`src/rtl/coa_pkg.sv`:
```
// Shared constants for the COA lab datapath: FSM state encoding and default operand width.
package coa_pkg;
    localparam int DEFAULT_WIDTH = 8;
    localparam int RCA_W         = 8;

    localparam logic [1:0] ST_IDLE = 2'd0;
    localparam logic [1:0] ST_RUN  = 2'd1;
    localparam logic [1:0] ST_DONE = 2'd2;
endpackage

```
`src/rtl/rca_shift_add_mult_if.sv`:
```
// Start/operand request and busy/done/product result bundle for the shift-add multiplier.
interface rca_shift_add_mult_if #(parameter int WIDTH = 8) ();
    logic                   start;
    logic [WIDTH-1:0]       multiplicand;
    logic [WIDTH-1:0]       multiplier;
    logic                   busy;
    logic                   done;
    logic [2*WIDTH-1:0]     product;

    modport master (
        output start, multiplicand, multiplier,
        input  busy, done, product
    );

    modport slave (
        input  start, multiplicand, multiplier,
        output busy, done, product
    );
endinterface

```
`src/rtl/rca.sv`:
```
// Ripple-carry adder: sum = a + b + c_in.
// Purely combinational, no backpressure.
module rca #(
    parameter int WIDTH = 8
) (
    input  logic [WIDTH-1:0] a,
    input  logic [WIDTH-1:0] b,
    input  logic             c_in,
    output logic             c_out,
    output logic [WIDTH-1:0] sum
);
    logic carry;

    always_comb begin
        carry = c_in;
        sum   = '0;
        for (int i = 0; i < WIDTH; i++) begin
            sum[i] = a[i] ^ b[i] ^ carry;
            carry  = (a[i] & b[i]) | (carry & (a[i] ^ b[i]));
        end
        c_out = carry;
    end
endmodule

```
`src/rtl/rca_shift_add_mult.sv`:
```
// Sequential unsigned WIDTHxWIDTH multiplier built on the rca adder, one add+shift per clock.
// Latency: done pulses WIDTH edges after start is accepted; product held until next accept.
// Backpressure: start is only sampled in IDLE; requests during RUN/DONE are dropped.
module rca_shift_add_mult
    import coa_pkg::*;
#(
    parameter int WIDTH = DEFAULT_WIDTH
) (
    input  logic               clk,
    input  logic               rst_n,
    rca_shift_add_mult_if.slave bus
);
    localparam int CNT_W = $clog2(WIDTH) + 1;

    if (WIDTH != RCA_W) begin : g_bad_width
        $error("rca_shift_add_mult: WIDTH must match the rca width");
    end

    logic [1:0]         state_q;
    logic [1:0]         state_d;
    logic [WIDTH-1:0]   m_q;
    logic [WIDTH-1:0]   a_q;
    logic [WIDTH-1:0]   q_q;
    logic               c_q;
    logic [CNT_W-1:0]   count_q;
    logic [WIDTH-1:0]   sum;
    logic               c_out;
    logic [2*WIDTH:0]   step_val;
    logic               accept;

    rca #(.WIDTH(WIDTH)) u_rca (
        .a     (a_q),
        .b     (m_q),
        .c_in  (1'b0),
        .c_out (c_out),
        .sum   (sum)
    );

    assign accept = (state_q == ST_IDLE) && bus.start;

    always_ff @(posedge clk or negedge rst_n) begin
        if (!rst_n) begin
            state_q <= ST_IDLE;
        end else begin
            state_q <= state_d;
        end
    end

    always_comb begin
        state_d = state_q;
        case (state_q)
            ST_IDLE: if (bus.start) state_d = ST_RUN;
            ST_RUN:  if (count_q == CNT_W'(1)) state_d = ST_DONE;
            default: state_d = ST_IDLE;
        endcase
    end

    always_comb begin
        bus.busy = (state_q == ST_RUN);
        bus.done = (state_q == ST_DONE);
    end

    // C is always zero after a shift, so the no-add branch is {0,A,Q} >> 1.
    always_comb begin
        if (q_q[0]) begin
            step_val = {c_out, sum, q_q} >> 1;
        end else begin
            step_val = {c_q, a_q, q_q} >> 1;
        end
    end

    always_ff @(posedge clk or negedge rst_n) begin
        if (!rst_n) begin
            m_q     <= '0;
            a_q     <= '0;
            q_q     <= '0;
            c_q     <= 1'b0;
            count_q <= '0;
        end else if (accept) begin
            m_q     <= bus.multiplicand;
            q_q     <= bus.multiplier;
            a_q     <= '0;
            c_q     <= 1'b0;
            count_q <= CNT_W'(WIDTH);
        end else if (state_q == ST_RUN) begin
            {c_q, a_q, q_q} <= step_val;
            count_q         <= count_q - CNT_W'(1);
        end
    end

    assign bus.product = {a_q, q_q};
endmodule

```
`src/flat_wrapper.sv`:
```
// flat-port wrapper written by rule: the top's interface ports become plain ports
module rca_shift_add_mult_flat import coa_pkg::*;
#(
    parameter int WIDTH = DEFAULT_WIDTH
)
  (clk, rst_n, bus_start, bus_multiplicand, bus_multiplier, bus_busy, bus_done, bus_product);
  rca_shift_add_mult_if #(.WIDTH(WIDTH)) bus_i ();
  input  logic clk;
  input  logic rst_n;
  input wire logic [$bits(bus_i.start)-1:0] bus_start;
  input wire logic [$bits(bus_i.multiplicand)-1:0] bus_multiplicand;
  input wire logic [$bits(bus_i.multiplier)-1:0] bus_multiplier;
  output wire logic [$bits(bus_i.busy)-1:0] bus_busy;
  output wire logic [$bits(bus_i.done)-1:0] bus_done;
  output wire logic [$bits(bus_i.product)-1:0] bus_product;
  assign bus_i.start = bus_start;
  assign bus_i.multiplicand = bus_multiplicand;
  assign bus_i.multiplier = bus_multiplier;
  assign bus_busy = bus_i.busy;
  assign bus_done = bus_i.done;
  assign bus_product = bus_i.product;
  rca_shift_add_mult #(.WIDTH(WIDTH)) u_core (.clk(clk), .rst_n(rst_n), .bus(bus_i));
endmodule
```
`config.mk`:
```
export PLATFORM = sky130hd
export DESIGN_NAME = rca_shift_add_mult_flat
export DESIGN_NICKNAME = d
export VERILOG_FILES = /design/src/rtl/coa_pkg.sv /design/src/rtl/rca_shift_add_mult_if.sv /design/src/rtl/rca.sv /design/src/rtl/rca_shift_add_mult.sv /design/src/flat_wrapper.sv
export SDC_FILE = /design/constraint.sdc
export NUM_CORES = 1
export LEC_CHECK = 0
export CAP_MARGIN = 25
export CORE_MARGIN = 3
export CORE_UTILIZATION = 52
export CTS_CLUSTER_SIZE = 28
export DETAILED_ROUTE_END_ITERATION = 8
export PLACE_DENSITY = 0.92
export SLEW_MARGIN = 20
export SYNTH_ARGS = -nofsm -noshare
export SYNTH_HDL_FRONTEND = slang
export SYNTH_SLANG_ARGS = --single-unit
```
`constraint.sdc`:
```
create_clock -name clk -period 9.4 [get_ports clk]
set_input_delay 1.41 -clock clk [delete_from_list [all_inputs] [get_ports clk]]
set_output_delay 1.41 -clock clk [all_outputs]
set_load 0.02 [all_outputs]
```
==> qor.yml <==
outcome: "complete, no violations"
htreeDepth: 2
clock_latency_ps: 340
totalWireLength_um: 3280
n_fill_cell: 195
clk_pin_slew_ps: 110
final_cell_mix: "36 x clkdlybuf4s50_1, 30 x dfrtp_1, 16 x nand2_1, 15 x o21ai_0, 9 x mux2i_1"
cts_resized: 0
grt_pass1_wl_um: 5460
grt-ovfl-total: 0
initial_core_util_pct: 54.8
drive_above_1_share_pct: 12.6
syn_avg_cell_area_um2: 11.9
irDropWorstVdd_mv: 0.221
grt_pass1_vias: 1163
post_cts_buffers: 0
wl_per_cell_um: 16.5
die_h_um: 60.2
rr_worst_depth: 12
antenna_found_initial: 0
period_minus_slack_ps: 3750
powerDensity_nw_per_um2: 338
via_per_inst: 5.60
cap_violations: 0
critical_path_peak_fanout: 4
ys_types: 28
cts_tree: "built"
r2r_slack_ps: 5650
drt_iter0_markers: 38
antenna_left: 0
grt_use_total_pct: 21.1
synth_area_um2: 1530
arrival_ps: 4000
setup_violations: 0
syn_nets: 157
ctsHoldBuffers: 0
gp_congestion: 0.767
vias: 1109
synth-seq-cells: 30
critPathKind: "reg2reg"
clock_sinks: 30
clk_path_buf_depth: 2
ys.warnings.count: 0
core_um2: 2780
dieWidth_um: 60.2
leakagePower_nw: 0.838
critPathLaunch: "u_core.a_q[0]"
timing.rr.end: "u_core.a_q[6]"
hold_viol: 0
syn2layout_area_growth_pct: 28.7
hp-class: "reg2reg"
final_common_cell: "clkdlybuf4s50_1"
worst_pin_slew_ps: 602
r2r-start: "u_core.a_q[0]"
n_antenna_cell: 0
grt_max_degree: 31
drc: 0
min_period_over_period_pct: 39.9
root_buffer: "clkbuf_4"
dpl.hpwl_um: 2400
yosysSeqAreaShare_pct: 49.2
max_freq_mhz: 267
critPathLaunchType: "flip-flop"
pin_count: 37
hold_ws_ps: 498
synth-main-ff-cell: "dfrtp_1"
final_nets: 195
end_kind: "flip-flop"
synth_cells: 128
drv_slew: 0
rsz0062_at_grt: "false"
num_rows: 19
numCtsBuffers: 5
dieArea_um2: 3620
synth_edf_count: 0
io_buffers: 36
finClkSkew_ps: 20.1
endpoint: "u_core.a_q[6]"
cp_data_required_time_ps: 9650
dr.pass1.iters: 4
synthArstFlopShare_pct: 100
tns_ps: 0
postLayoutCoreUtil_pct: 70.6
maxSlewHeadroom_pct: 59.8
[stage by stage]
stage,total power [mW],instance area [um2],cells,setup WS (ps)
6_report,0.664,1960,198,5650
5_1_grt,0.716,1960,198,5510
4_1_cts,0.672,1960,198,5610
3_5_place_dp,0.565,1890,190,5650
3_3_place_gp,0.539,1890,190,5890
2_1_floorplan,0.450,1530,128,5850
[area by class of cell]
cell class / count / area (um2) / share of cell area, %
Clock buffer: 5 / 37.5 / 1.91
Timing Repair Buffer: 37 / 368 / 18.7
Sequential cell: 30 / 751 / 38.2
Clock inverter: 3 / 40.0 / 2.04
Tap cell: 31 / 38.8 / 1.98
Multi-Input combinational cell: 84 / 698 / 35.6
Inverter: 8 / 30.0 / 1.53
[power breakdown]
group | internal, mW | switching (mW) | total (mW) | leakage (nW)
Sequential | 0.186 | 0.0659 | 0.252 | 0.374
Clock | 0.0551 | 0.0487 | 0.104 | 0.0450
Combinational | 0.155 | 0.153 | 0.308 | 0.420
[worst max-delay path, stage by stage (launching register included)]
cell	delay [ps]
dfrtp_1	430
ha_1	230
fa_1	390
fa_1	390
fa_1	400
fa_1	410
fa_1	390
inv_1	80
fa_1	170
inv_1	50
fa_1	480
mux2i_1	60
o21ai_0	180
[synthesized netlist by cell type, types with 2 or more instances]
cell      instances  share of area, %
buf_4             2              0.98
mux2i_1           9               5.9
fa_1              7               9.2
mux2_2            8               5.9
a22oi_1           7               3.4
ha_1              3               2.5
o21ai_0          15               4.9
a22o_1            2               1.1
nand2_1          16               3.9
buf_6             2               1.5
o21bai_1          2              0.98
dfrtp_1          30                49
inv_1             8               2.0
nor2_1            3              0.74
[cells by family (layout without fill, tap and decap cells)]
| logic type | count (synthesis) | after routing | share of synthesized area, % |
|---|---|---|---|
| AO/OA/AOI/OAI | 31 | 31 | 13.7 |
| adder cells (fa/ha/maj) | 10 | 10 | 11.6 |
| buffers and inverters | 14 | 53 | 5.00 |
| flip-flops | 30 | 30 | 49.2 |
| multiplexers | 17 | 17 | 11.8 |
| AND/OR/NAND/NOR | 26 | 26 | 8.62 |
[registers in the layout, summed over array words and instances, names as in the netlist]
| register | flops |
|---|---|
| u_core.count_q | 4 |
| u_core.state_q | 2 |
| u_core.q_q | 8 |
| u_core.a_q | 8 |
| u_core.m_q | 8 |
[metal layers]
metal / track usage (%) / vias to the layer above / wire (um)
li1: - / 521 / -
met1: 24.9 / 554 / 1310
met2: 35.5 / 30 / 1760
met3: 6.26 / 4 / 149
met4: 9.18 / 0 / 49
met5: 0 / - / 0
[how the worst min path moves through the flow]
stage / from / endpoint / slack [ps] / depth (start not counted)
final: u_core.count_q[3] / u_core.count_q[3] / 500 / 1
after global routing: u_core.count_q[3] / u_core.count_q[3] / 520 / 1
after CTS: u_core.count_q[3] / u_core.count_q[3] / 500 / 1
after detailed placement: u_core.count_q[3] / u_core.count_q[3] / 480 / 1
after global placement: u_core.count_q[3] / u_core.count_q[3] / 470 / 1
after floorplan: u_core.count_q[3] / u_core.count_q[3] / 450 / 1
No activity file was read; power rests on OpenSTA's default activity.
